### config.mk
export PLATFORM = sky130hd
export DESIGN_NAME = change_dispenser
export DESIGN_NICKNAME = d
export VERILOG_FILES = /design/src/rtl/vend_pkg.sv /design/src/rtl/dispense_timer.sv /design/src/rtl/change_dispenser.sv
export SDC_FILE = /design/constraint.sdc
export NUM_CORES = 1
export LEC_CHECK = 0
export CORE_MARGIN = 2
export CORE_UTILIZATION = 50
export CTS_CLUSTER_DIAMETER = 50
export DETAILED_ROUTE_END_ITERATION = 16
export PLACE_DENSITY = 0.73
export SETUP_SLACK_MARGIN = 0.02
export SLEW_MARGIN = 15
export SYNTH_ARGS = -nofsm -noshare
export SYNTH_HDL_FRONTEND = slang
export SYNTH_SLANG_ARGS = --single-unit
### constraint.sdc
create_clock -name clk -period 4.9 [get_ports clk]
set_input_delay 1.225 -clock clk [delete_from_list [all_inputs] [get_ports clk]]
set_output_delay 1.225 -clock clk [all_outputs]
set_load 0.03 [all_outputs]
### src/rtl/vend_pkg.sv
// vend_pkg -- shared types and constants for the change dispenser.
//
// Contents:
//   state_t    dispenser FSM states
//   UNIT_RS5   value of one Rs5 coin, in Rs5 units
//   UNIT_RS10  value of one Rs10 coin, in Rs5 units
package vend_pkg;

  typedef enum logic [2:0] {
    IDLE,
    SEL,
    PULSE,
    WAIT_ACK,
    DONE,
    FAULT
  } state_t;

  localparam logic [3:0] UNIT_RS5  = 4'd1;
  localparam logic [3:0] UNIT_RS10 = 4'd2;

endpackage

### src/rtl/dispense_timer.sv
// dispense_timer -- down-counter shared by the motor pulse and the ack timeout.
//
// Ports:
//   clk      in   system clock (rising edge)
//   reset    in   synchronous, active-high reset; clears the count
//   start    in   load the counter with 'load' at this edge
//   load     in   W  number of cycles to run
//   expired  out  high during the last counted cycle, so the owner can act
//                 on the same edge at which the count runs out
module dispense_timer #(
  parameter int W = 8
) (
  input  logic         clk,
  input  logic         reset,
  input  logic         start,
  input  logic [W-1:0] load,
  output logic         expired
);

  logic [W-1:0] count;

  always_ff @(posedge clk) begin
    if (reset) begin
      count <= '0;
    end else if (start) begin
      count <= load;
    end else if (count != '0) begin
      count <= count - 1'b1;
    end
  end

  // A load of N gives N cycles before the owner's transition edge.
  assign expired = (count == {{(W-1){1'b0}}, 1'b1});

endmodule

### src/rtl/change_dispenser.sv
// change_dispenser -- pays out change from an Rs10 and an Rs5 coin hopper.
//
// Ports:
//   clk                      in   system clock (rising edge)
//   reset                    in   synchronous, active-high reset
//   chg_valid                in   change request valid
//   chg_units                in   4  change owed in Rs5 units
//   chg_ready                out  dispenser idle and ready for a request
//   hop10_pulse, hop5_pulse  out  hopper motor drive
//   hop10_ack, hop5_ack      in   coin-drop sensor pulses
//   hop10_empty, hop5_empty  in   hopper-empty levels
//   fault_clr                in   clears a latched fault
//   done                     out  one-cycle pulse when the full amount is paid
//   fault                    out  latched fault level
//   paid_units               out  4  Rs5 units paid in the current/last request
//
// Rs10 coins are preferred; with the Rs10 hopper empty the amount is paid
// with Rs5 coins instead. Each coin is one motor pulse of PULSE_CYCLES,
// followed by up to ACK_TIMEOUT cycles waiting for the drop sensor.
module change_dispenser
  import vend_pkg::*;
#(
  parameter int PULSE_CYCLES = 4,
  parameter int ACK_TIMEOUT  = 255
) (
  input  logic       clk,
  input  logic       reset,
  input  logic       chg_valid,
  input  logic [3:0] chg_units,
  output logic       chg_ready,
  output logic       hop10_pulse,
  output logic       hop5_pulse,
  input  logic       hop10_ack,
  input  logic       hop5_ack,
  input  logic       hop10_empty,
  input  logic       hop5_empty,
  input  logic       fault_clr,
  output logic       done,
  output logic       fault,
  output logic [3:0] paid_units
);

  state_t     state;
  logic [3:0] remaining;
  logic       sel10;      // 1: Rs10 hopper selected, 0: Rs5 hopper
  logic       ack10_q;
  logic       ack5_q;

  logic       can10;
  logic       can5;
  logic       sel_go;
  logic       ack_hit;
  logic       pulse_end;
  logic       timer_start;
  logic [7:0] timer_load;
  logic       expired;
  logic [3:0] coin;

  assign can10 = (remaining >= UNIT_RS10) && !hop10_empty;
  assign can5  = (remaining >= UNIT_RS5) && !hop5_empty;

  // SEL is about to start a motor pulse.
  assign sel_go = (state == SEL) && (remaining != 4'd0) && (can10 || can5);

  // Only the registered ack of the hopper actually being driven counts.
  assign ack_hit = ((state == PULSE) || (state == WAIT_ACK)) &&
                   (sel10 ? ack10_q : ack5_q);

  assign pulse_end = (state == PULSE) && expired && !ack_hit;

  // One timer serves both phases: loaded with the pulse length when a coin
  // is selected, reloaded with the timeout when the pulse finishes.
  assign timer_start = sel_go || pulse_end;
  assign timer_load  = sel_go ? 8'(PULSE_CYCLES) : 8'(ACK_TIMEOUT);

  assign coin = sel10 ? UNIT_RS10 : UNIT_RS5;

  dispense_timer #(
    .W(8)
  ) u_timer (
    .clk    (clk),
    .reset  (reset),
    .start  (timer_start),
    .load   (timer_load),
    .expired(expired)
  );

  always_ff @(posedge clk) begin
    if (reset) begin
      state       <= IDLE;
      remaining   <= 4'd0;
      paid_units  <= 4'd0;
      sel10       <= 1'b0;
      chg_ready   <= 1'b1;
      hop10_pulse <= 1'b0;
      hop5_pulse  <= 1'b0;
      done        <= 1'b0;
      fault       <= 1'b0;
      ack10_q     <= 1'b0;
      ack5_q      <= 1'b0;
    end else begin
      ack10_q <= hop10_ack;
      ack5_q  <= hop5_ack;
      done    <= 1'b0;

      case (state)
        IDLE: begin
          if (chg_valid) begin
            remaining  <= chg_units;
            paid_units <= 4'd0;
            chg_ready  <= 1'b0;
            state      <= SEL;
          end
        end

        SEL: begin
          if (remaining == 4'd0) begin
            state <= DONE;
          end else if (can10) begin
            sel10       <= 1'b1;
            hop10_pulse <= 1'b1;
            state       <= PULSE;
          end else if (can5) begin
            sel10      <= 1'b0;
            hop5_pulse <= 1'b1;
            state      <= PULSE;
          end else begin
            fault <= 1'b1;
            state <= FAULT;
          end
        end

        PULSE, WAIT_ACK: begin
          // A coin drop wins over a simultaneous pulse end or timeout.
          if (ack_hit) begin
            hop10_pulse <= 1'b0;
            hop5_pulse  <= 1'b0;
            remaining   <= remaining - coin;
            paid_units  <= paid_units + coin;
            state       <= SEL;
          end else if (state == PULSE) begin
            if (expired) begin
              hop10_pulse <= 1'b0;
              hop5_pulse  <= 1'b0;
              state       <= WAIT_ACK;
            end
          end else if (expired) begin
            fault <= 1'b1;
            state <= FAULT;
          end
        end

        DONE: begin
          // done is registered off the DONE state, so it appears the
          // cycle the dispenser is back in IDLE.
          done      <= 1'b1;
          chg_ready <= 1'b1;
          state     <= IDLE;
        end

        FAULT: begin
          if (fault_clr) begin
            fault     <= 1'b0;
            chg_ready <= 1'b1;
            state     <= IDLE;
          end
        end

        default: begin
          state <= IDLE;
        end
      endcase
    end
  end

endmodule
== Yosys cells after proc, flatten, opt, wreduce, memory -nomap -nowiden ==
Cells that the tools add are included.
Cells by class
  mux-type cells: 45
  eq/ne operators: 19
  order comparisons: 2
  add/sub/neg operators: 3
  reduce and logical (&&, ||, !) cells: 31
  bitwise gates (word level): 1
Operators with widths (count)
  $mux 3: 9
  $mux 8: 3
  $ne 2x2->1 const B: 11
  $mux 1: 21
  $mux 4: 4
  $pmux 4 s2: 2
  $pmux 3 s4: 1
  $reduce_and 3->1: 4
  $eq 8x1->1 const B: 1
  $reduce_and 8->1: 1
  $reduce_bool 2->1: 4
  $reduce_bool 8->1: 1
  $sub 8x1->8 const B: 1
  $logic_and 1x1->1: 7
  $eq 3x2->1 const B: 2
  $eq 3x3->1 const B: 2
  $ne 3x3->1 const B: 2
  $pmux 1 s3: 2
  $reduce_and 6->1: 1
  $reduce_bool 3->1: 2
  $reduce_and 5->1: 1
  $add 4x2->4: 1
  $ge 4x1->1 const B: 1
  $ge 4x2->1 const B: 1
  other kinds (11): 16
Word-level totals
  bits of input ports: 12
  output and inout bits: 9
  bits in registers: 27
  logic and storage cells: 113

== Depth between registers and ports, before layout ==
Gate-level depths: netlist of the first run.
  word-level depth: 7
  depth in mapped cells: 6
  mapped depth without buffers: 6

== By module ==
From an unflattened synthesis of the first run, not the netlist that was laid out.
Second synthesis, totals
  cell total of the unflattened synthesis: 184
  area, all modules: 1571.5 sq um
By module, submodules not included
  change_dispenser: seq. area each 380.4 sq um, area an instance 1063.5 sq um, cells an instance 131, times used 1
  dispense_timer: seq. area each 160.2 sq um, area an instance 508.0 sq um, cells an instance 53, times used 1

== Worst setup path before layout of the first run ==
Ideal clock, no wire load.
  path type: input to register
  from: in chg_valid
  to: reg paid_units[2]
  slack: 2688 ps
  path buffers: 0
  arrival: 2143 ps
  library setup time: 70 ps
  stages: 4
  required time: 4830 ps
  cell sequence: nor4b_2 > a21oi_1 > or3_1 > a21oi_1
On the way
  longest elaborated chain between the ends: 2
Ends and longest elaborated chain
  from (decl): RTL line change_dispenser.sv:28  | input logic chg_valid,
  $ne 2x2->1 (no source line)
  $reduce_and 3->1 (no source line)
  to (signal assigned): RTL line change_dispenser.sv:139  | paid_units <= paid_units + coin;
  to (decl): RTL line change_dispenser.sv:40  | output logic [3:0] paid_units
Every way passes these cells.
A chain may end at the register's enable or synchronous reset.

== Final worst setup path of the first run ==
Same ends and word-level chain as after synthesis.

==> impl_metrics.tcl, run 1 <==
set metrics [dict create \
    critPathMaxFanout 9 \
    status "finished, final reports clean" \
    timing.final.setup_violations 0 \
    largest_net_degree_at_the_start_of_global_routing 19 \
    fin_area_sq_mm 0.00179 \
    crit_required_ns 5.15 \
    yosys.area.top_type_share_pct 34.8 \
    grt_overflow_total 0 \
    synth_sequential_area_ratio_pct 34.8 \
    shortest_period_the_worst_path_allows_ns 2.70 \
    critical_path_arrival_ns 2.95 \
    holdCritStartpoint "paid_units[3]" \
    maximum_single_stage_delay_on_the_critical_path_ns 0.53 \
    placed_cell_area_sq_mm 0.00177 \
    pwr_density_cell_mw_per_mm2 548 \
    worst_slew_margin_rel_pct 54.5 \
    synth_simple_gate_area_share_pct 24.0 \
    post_cts_hold_buffer_count 0 \
    antenna_violating_nets_post_route 0 \
    number_of_flip_flops_and_latches_in_the_synthesized_netlist 27 \
    post_synth_mux_area_share_pct 4.03 \
    port_buffers 20 \
    r2r-end "hop10_pulse" \
    final_util_pct 59.7 \
    dominant_combinational_cell_family_by_area_after_synthesis "simple AND/OR/NAND/NOR gates" \
    avgRoutedWirePerCell_microns 14.9 \
    start_util_pct 51.7 \
    cts.clk_slew.worst_paths_ns 0.13 \
    list_of_cells_traversed_by_the_critical_path "clkdlybuf4s50_1 > nor4b_2 > a21oi_1 > or3_1 > a21oi_1" \
    synth_area_sq_mm 0.00155 \
    clock_power_share_pct 9.4 \
    final_layout_size_suffix_gt1_share_pct 6.67 \
    worst_path_most_repeated_cell "sky130_fd_sc_hd__a21oi_1" \
    detailedRoute.firstIterationViolations 88 \
    timing.critical_path.from "chg_valid" \
    critical-path-slowest-cell "sky130_fd_sc_hd__clkdlybuf4s50_1" \
    clkSinkCount 27 \
    hold-path-cell-count 2 \
    syn-mean-instance-area_sq_um 8.72 \
    report.power.total_uw 983 \
    crit_path_end_kind "flop" \
    setup.reg_to_reg.worst_slack_ns 2.77 \
    path_class "primary input to flop" \
    clockRootBuffer "sky130_fd_sc_hd__clkbuf_4" \
    die_y_microns 59.7 \
    cts_post_setup_buffers_inserted 0 \
    slew_viol_final 0 \
    rsz_0062_raised_after_global_routing "false" \
    power.sequential.fraction_pct 37.7 \
    vias 1387 \
    finalWeightedCongestion 0.902 \
    drt_first_pass_iters 4 \
    netSwitchingFraction_pct 43.7 \
    period_utilisation_layout_pct 55.1 \
    synth-adder-area-share_pct 7.42 \
    number_of_antenna_violations_at_the_first_check_in_global_routing 0 \
    total_number_of_placement_rows 20 \
    critical_path_sink "paid_units[2]" \
    layout.nets 216 \
    number_of_buffers_between_clock_root_and_the_deepest_sink 2 \
    grt_pass1_wl_mm 5.65 \
    cts.htree.levels 1 \
    dpl.hpwl_mm 2.61 \
    worstReg2RegStart "u_timer.count[0]" \
    tritoncts_clock_tree "done" \
    power_leakage_uw 0.000659 \
    synth_cells 178 \
    pwr-share-comb_pct 52.8 \
    timing.critical_path.from_type "primary input" \
    synth_edf_count 0 \
    worstSkewPairLatency_ns 0.31 \
    vias_in_the_first_global_route 1250 \
    global_route.usage.total_pct 20.8 \
    layout_commonest_cell "sky130_fd_sc_hd__dfxtp_1" \
    hold_path.class "flop to flop" \
    setup-tns-final_ns 0 \
    synth_ff_type "sky130_fd_sc_hd__dfxtp_1" \
    fin_worst_skew_ns 0.0122 \
    final_routed_wirelength_across_all_metal_layers_mm 3.40 \
    ys_async_sr_fraction_pct 0 \
    max_slew.worst_pin.slew_ns 0.682 \
    ios 21 \
    fill_cells 279 \
    timing.fmax_mhz 371 \
    cts_buffers 3 \
    most_frequent_cells_in_the_layout "sky130_fd_sc_hd__dfxtp_1 (27), sky130_fd_sc_hd__clkdlybuf4s50_1 (20), sky130_fd_sc_hd__a21oi_1 (16)" \
    p_int_uw 553 \
    total_inserted_antenna_cells 0 \
    dieWidth_microns 59.7 \
    maximum_vdd_drop_mv 0.349 \
    yosysTopAreaCell "sky130_fd_sc_hd__dfxtp_1" \
    worstRegToRegCells 5 \
    cts_resized 0 \
    post-route-drc-count 0 \
    synth-compound-area-share_pct 24.0 \
    layout-area-overhead-vs-synth_pct 15.6 \
    yosys-top-cells-area "sky130_fd_sc_hd__dfxtp_1 (35%), sky130_fd_sc_hd__a21oi_1 (5.2%), sky130_fd_sc_hd__ha_1 (4.8%)" \
    final-hold-violation-count 0 \
    synth_fp_nets 198 \
    synthXorXnorAreaFrac_pct 1.69 \
    via_per_inst 6.08 \
    die_area_sq_mm 0.00356 \
    maxCapViolCount 0 \
    core_area_sq_mm 0.00300 \
    p_sw_uw 430 \
    synth-warning-count 0 \
    synth.distinct_cells 48 \
]
-- power groups by stage --
stage          sequential [uW]  combinational (uW)  clock, uW
2_1_floorplan              375                 385          0
3_3_place_gp               371                 500          0
3_5_place_dp               374                 516          0
4_1_cts                    368                 519       99.2
5_1_grt                    382                 579        106
6_report                   371                 519       92.7
-- metal layers --
metal / wire [microns] / share of wire (%) / vias up / GRT usage, %
met1: 1610 / 47 / 656 / 29.5
met4: 25 / 0.73 / 0 / 6.35
met2: 1620 / 47 / 31 / 32.3
met5: 0 / 0 / - / 0
met3: 156 / 4.6 / 2 / 3.25
li1: - / - / 698 / -
-- state kept, by name, summed over array words and instances, names as in the netlist, 3 cells and up --
signal	cells
u_timer.count	8
paid_units	4
state	3
remaining	4
-- cell families (layout without fill, tap and decap cells) --
logic type                 after synthesis  in the layout
AOI/OAI and AO/OA                       52             52
and+or+nand+nor                         65             65
muxes                                    6              6
buffers and inverters                   17             34
DFF                                     27             27
adders and majority gates                8              8
xor gates and xnor gates                 3              3
-- area by class of cell --
cell class	instances	area (sq um)	area share [%]
Sequential cell	27	541	30.1
Multi-Input combinational cell	134	947	52.8
Inverter	10	37.5	2.09
Tap cell	33	41.3	2.30
Clock buffer	4	26.3	1.47
Timing Repair Buffer	20	200	11.2
-- critical path: cells and delay by family --
kind / cells / cell delay (ns)
and+or+nand+nor: 2 / 0.80
AOI/OAI and AO/OA: 2 / 0.40
buffers and inverters: 1 / 0.53
-- synth_stat cells (all sizes together) (2+ instances only) --
library cell,number
o31ai,4
nand2,12
o211ai,4
clkbuf,7
nor4,4
o21ai,6
nor2,12
or3,4
a21oi,16
nor2b,4
nor3,7
or2,2
mux2i,4
ha,6
a211oi,6
a31oi,2
or3b,3
nand3,2
fa,2
inv,10
nor3b,3
mux2,2
or4,2
xnor2,3
a221oi,2
o211a,2
dfxtp,27
nand2b,4
-- how the worst min path moves through the flow --
stage / endpoint / slack, ns
floorplan: remaining[1] / 0.47
global placement: paid_units[3] / 0.46
detailed placement: paid_units[3] / 0.47
CTS: paid_units[3] / 0.49
global route: paid_units[0] / 0.51
finish: paid_units[3] / 0.48
-- through the flow --
stage | hold slack (ns) | setup slack [ns] | cells
final | 0.485 | 2.20 | 228
after global routing | 0.508 | 2.16 | 228
after CTS | 0.489 | 2.26 | 228
after detailed placement | 0.471 | 1.94 | 224
after global placement | 0.464 | 1.99 | 224
after floorplan | 0.470 | 2.69 | 178
Note: power is estimated with default switching activity, not from simulation.
==> inputs of run 2 (changes only) <==
- clock period: 4.9 -> 2.5 ns (I/O delays scaled with it)
==> run 2 against run 1 <==
Total power up 96%. Non-clock buffer count grew 1. Worst setup slack got worse by 1.8 ns. Final area is 0.42% higher. Final cell count grew 0.44%. Via count down 0.87%. Largest power group unchanged.
==> impl_metrics.tcl, run 2 (synthesized netlist as in run 1, its figures left out) <==
set metrics [dict create \
    shortest_period_the_worst_path_allows_ns 2.10 \
    clkSinkCount 27 \
    max_slew.worst_pin.slew_ns 0.635 \
    final_routed_wirelength_across_all_metal_layers_mm 3.36 \
    period_utilisation_layout_pct 84.0 \
    maximum_vdd_drop_mv 0.512 \
    ios 21 \
    list_of_cells_traversed_by_the_critical_path "ha_1 > or3b_2 > or3_4 > a2111oi_4 > o211a_1" \
    tritoncts_clock_tree "done" \
    antenna_violating_nets_post_route 0 \
    finalWeightedCongestion 0.888 \
    slew_viol_final 0 \
    crit_path_end_kind "flop" \
    die_area_sq_mm 0.00356 \
    worstSkewPairLatency_ns 0.31 \
    vias 1375 \
    critical_path_arrival_ns 2.37 \
    cts_post_setup_buffers_inserted 0 \
    maxCapViolCount 0 \
    layout.nets 217 \
    global_route.usage.total_pct 20.9 \
    top_register "u_timer.count" \
    timing.fmax_mhz 476 \
    fin_worst_skew_ns 0.00529 \
    drt_first_pass_iters 4 \
    vias_in_the_first_global_route 1351 \
    largest_register_ffs 8 \
    cts.htree.levels 1 \
    hold-path-cell-count 2 \
    post-route-drc-count 0 \
    port_buffers 20 \
    number_of_buffers_between_clock_root_and_the_deepest_sink 2 \
    detailedRoute.firstIterationViolations 60 \
    maximum_single_stage_delay_on_the_critical_path_ns 0.49 \
    top_flop_regs "u_timer.count x8, paid_units x4, remaining x4" \
    most_frequent_cells_in_the_layout "sky130_fd_sc_hd__dfxtp_1 (27), sky130_fd_sc_hd__clkdlybuf4s50_1 (20), sky130_fd_sc_hd__a21oi_1 (16)" \
    timing.final.setup_violations 0 \
    setup-tns-final_ns 0 \
    grt_pass1_wl_mm 5.86 \
    layout_commonest_cell "sky130_fd_sc_hd__dfxtp_1" \
    final-hold-violation-count 0 \
    number_of_antenna_violations_at_the_first_check_in_global_routing 0 \
    timing.critical_path.from_type "flop" \
    final_util_pct 60.0 \
    start_util_pct 51.7 \
    cts_resized 0 \
    via_per_inst 6.00 \
    rsz_0062_raised_after_global_routing "false" \
    largest_net_degree_at_the_start_of_global_routing 16 \
    setup.reg_to_reg.worst_slack_ns 0.40 \
    path_class "flop to flop" \
    grt_overflow_total 0 \
    cts.clk_slew.worst_paths_ns 0.14 \
    critical-path-slowest-cell "sky130_fd_sc_hd__or3b_2" \
    report.power.total_uw 1920 \
    critPathMaxFanout 6 \
    core_area_sq_mm 0.00300 \
    die_y_microns 59.7 \
    cts_buffers 3 \
    power_leakage_uw 0.000664 \
    clockRootBuffer "sky130_fd_sc_hd__clkbuf_4" \
    holdCritStartpoint "paid_units[3]" \
    total_inserted_antenna_cells 0 \
    layout-area-overhead-vs-synth_pct 16.0 \
    status "finished, final reports clean" \
    avgRoutedWirePerCell_microns 14.7 \
    worstRegToRegCells 5 \
    hold_path.class "flop to flop" \
    pwr_density_cell_mw_per_mm2 1070 \
    final_layout_size_suffix_gt1_share_pct 7.14 \
    dieWidth_microns 59.7 \
    post_cts_hold_buffer_count 0 \
    r2r-end "hop5_pulse" \
    worstReg2RegStart "u_timer.count[0]" \
    hold-path-endpoint "paid_units[3]" \
    total_number_of_placement_rows 20 \
    dpl.hpwl_mm 2.66 \
    crit_required_ns 2.77 \
    worst_slew_margin_rel_pct 57.7 \
]
-- run 2: cell types whose count changed in the layout (fill, tap and decap cells not counted) --
cell | before | now
sky130_fd_sc_hd__buf_4 | 0 | 1
-- run 2: worst max-delay path by stage --
| stage | from | to |
|---|---|---|
| final | u_timer.count[0] | hop5_pulse |
| after CTS | u_timer.count[0] | hop5_pulse |
| after global routing | chg_valid | paid_units[3] |
| after detailed placement | chg_valid | paid_units[2] |
| after floorplan | u_timer.count[0] | hop10_pulse |
| after global placement | chg_valid | paid_units[2] |
-- run 2: power breakdown --
part | internal (uW) | switching [uW] | leakage (uW)
Clock | 62.3 | 118 | 0.0000150
Sequential | 555 | 169 | 0.000222
Combinational | 469 | 552 | 0.000427
-- run 2: per-layer routing --
layer  up-vias  routed length, microns  GRT usage [%]
met5         -                       0              0
met4         0                       0           4.13
met3         0                     103           1.95
met2        28                    1700           36.5
met1       649                    1560           28.2
li1        698                       -              -
-- run 2: final cells by class --
cell class / count / area [sq um]
fill: 268 / 1200
multi-input combinational: 134 / 947
sequential: 27 / 541
timing repair buffer: 21 / 208
tap: 33 / 41.3
inverter: 10 / 37.5
clock buffer: 4 / 26.3
-- run 2: critical path: cells and delay by family, from the launching register on --
kind,cells,cell delay (ns)
flops,1,0.43
fa+ha+maj,1,0.19
simple gates,2,0.89
compound gates,2,0.55
-- run 2: through the flow --
step	instances	cell area, sq um	hold slack [ns]	setup slack [ns]
finish	229	1800	0.491	0.400
global route	229	1800	0.517	0.317
CTS	229	1800	0.495	0.412
detailed placement	225	1770	0.477	0.139
global placement	225	1770	0.471	0.227
floorplan	178	1550	0.470	0.557
==> inputs of run 3 (changes only) <==
- clock period: 2.5 -> 2.1 ns (I/O delays scaled with it)
==> run 3 against run 2 <==
Sequential power increased by 15%. Die area unchanged. Via count is 5.7% higher. Non-clock buffer count up 12. Largest cell class unchanged. Critical endpoint unchanged. Clock skew increased by 0.0011 ns. Worst setup slack got worse by 0.28 ns. Register-to-register slack worse by 0.28 ns. Clock power is 27% higher.
==> impl_metrics.tcl, run 3 (synthesized netlist as in run 1, its figures left out) <==
set metrics [dict create \
    timing.fmax_mhz 505 \
    critPathMaxFanout 4 \
    met1Wirelength_mm 1.63 \
    core_area_sq_mm 0.00300 \
    maxCapViolCount 0 \
    dr.max_layer_used "met4" \
    post-route-worst-setup-slack_ns 0.121 \
    final-hold-violation-count 0 \
    timing.critical_path.from_type "flop" \
    grt_pass1_wl_mm 5.98 \
    cts_buffers 3 \
    worst_slew_margin_rel_pct 61.1 \
    largest_register_ffs 8 \
    max_slew.worst_pin.slew_ns 0.583 \
    total_inserted_antenna_cells 0 \
    cts_post_setup_buffers_inserted 0 \
    vias_in_the_first_global_route 1399 \
    finalWeightedCongestion 0.907 \
    ios 21 \
    number_of_buffers_between_clock_root_and_the_deepest_sink 2 \
    layout_commonest_cell "sky130_fd_sc_hd__dfxtp_1" \
    worstSkewPairLatency_ns 0.33 \
    crit_required_ns 2.39 \
    clkSinkCount 27 \
    power_leakage_uw 0.000723 \
    rsz_0062_raised_after_global_routing "false" \
    fill_cells 272 \
    path_class "flop to flop" \
    vias 1453 \
    period_utilisation_layout_pct 94.3 \
    status "finished, final reports clean" \
    most_frequent_cells_in_the_layout "sky130_fd_sc_hd__dfxtp_1 (26), sky130_fd_sc_hd__clkdlybuf4s50_1 (20), sky130_fd_sc_hd__a21oi_1 (16)" \
    place_worst_setup_slack_ns 0.0625 \
    post-route-drc-count 0 \
    tritoncts_clock_tree "done" \
    clockRootBuffer "sky130_fd_sc_hd__clkbuf_4" \
    crit_path_end_kind "flop" \
    route.met2.wl_mm 1.81 \
    avgRoutedWirePerCell_microns 15.4 \
    top_register "u_timer.count" \
    maximum_vdd_drop_mv 0.769 \
    layout-area-overhead-vs-synth_pct 21.9 \
    start_util_pct 51.7 \
    timing.final.setup_violations 0 \
    detailedRoute.firstIterationViolations 66 \
    final_layout_size_suffix_gt1_share_pct 13.0 \
    met3_wirelength_microns 198 \
    final_routed_wirelength_across_all_metal_layers_mm 3.70 \
    dieWidth_microns 59.7 \
    slew_viol_final 0 \
    final_util_pct 63.0 \
    top_flop_regs "u_timer.count x8, paid_units x4, remaining x4" \
    total_number_of_placement_rows 20 \
    antenna_violating_nets_post_route 0 \
    pwr_density_cell_mw_per_mm2 1280 \
    setup-tns-final_ns 0 \
    dpl.hpwl_mm 2.84 \
    die_area_sq_mm 0.00356 \
    drt_first_pass_iters 4 \
    post_cts_hold_buffer_count 0 \
    grt_overflow_total 0 \
    largest_net_degree_at_the_start_of_global_routing 15 \
    fin_worst_skew_ns 0.00639 \
    die_y_microns 59.7 \
    via_per_inst 6.03 \
    hold_path.class "flop to flop" \
    cts.clk_slew.worst_paths_ns 0.14 \
    cts_resized 0 \
    shortest_period_the_worst_path_allows_ns 1.98 \
    layout.nets 229 \
    cts.htree.levels 1 \
    number_of_antenna_violations_at_the_first_check_in_global_routing 0 \
    critical_path_arrival_ns 2.27 \
    multi_input_area_sq_um 947 \
    global_route.usage.total_pct 21.9 \
    port_buffers 20 \
    seqCellArea_sq_um 542 \
]
## run 3: cell types whose count changed in the layout (fill, tap and decap cells not counted), sizes merged
cell	delta
buf	+12
## run 3: critical path, cell delays in order, from the launching register on
cell	delay, ns
sky130_fd_sc_hd__dfxtp_2	0.36
sky130_fd_sc_hd__inv_1	0.07
sky130_fd_sc_hd__ha_1	0.16
sky130_fd_sc_hd__or3b_2	0.48
sky130_fd_sc_hd__or3_4	0.39
sky130_fd_sc_hd__a2111oi_4	0.32
sky130_fd_sc_hd__o211a_1	0.17
## run 3: per-layer routing
metal / vias to the layer above / GRT usage, %
met2: 45 / 37.6
li1: 724 / -
met1: 677 / 27.5
met5: - / 0
met3: 7 / 2.38
met4: 0 / 9.52
## run 3: worst paths after layout
| path | to | cells past startpoint | start | slack, ns |
|---|---|---|---|---|
| setup / recovery | hop5_pulse | 6 | u_timer.count[1] | 0.12 |
| hold / removal | paid_units[3] | 2 | paid_units[3] | 0.49 |
| setup reg to reg | hop5_pulse | 6 | u_timer.count[1] | 0.12 |
| hold reg to reg | paid_units[3] | 2 | paid_units[3] | 0.49 |
## run 3: metrics by stage
stage	hold WS, ns	total power [uW]	std cells	cell area (sq um)
floorplan	0.470	1770	178	1550
global placement	0.463	2120	237	1860
detailed placement	0.473	2190	237	1860
CTS	0.493	2430	241	1890
global route	0.525	2600	241	1890
finish	0.492	2430	241	1890
## run 3: layout make-up
type	instances	area share, %
multi-input cells	134	50.1
flip-flops and latches	27	28.6
repair buffers	33	15.7
well taps	33	2.18
inverters	10	1.98
clock buffers	4	1.39
## run 3: power by group
part,total (uW),internal (uW),switching (uW)
clock network,228,74.6,153
logic,1360,638,724
registers,836,663,173
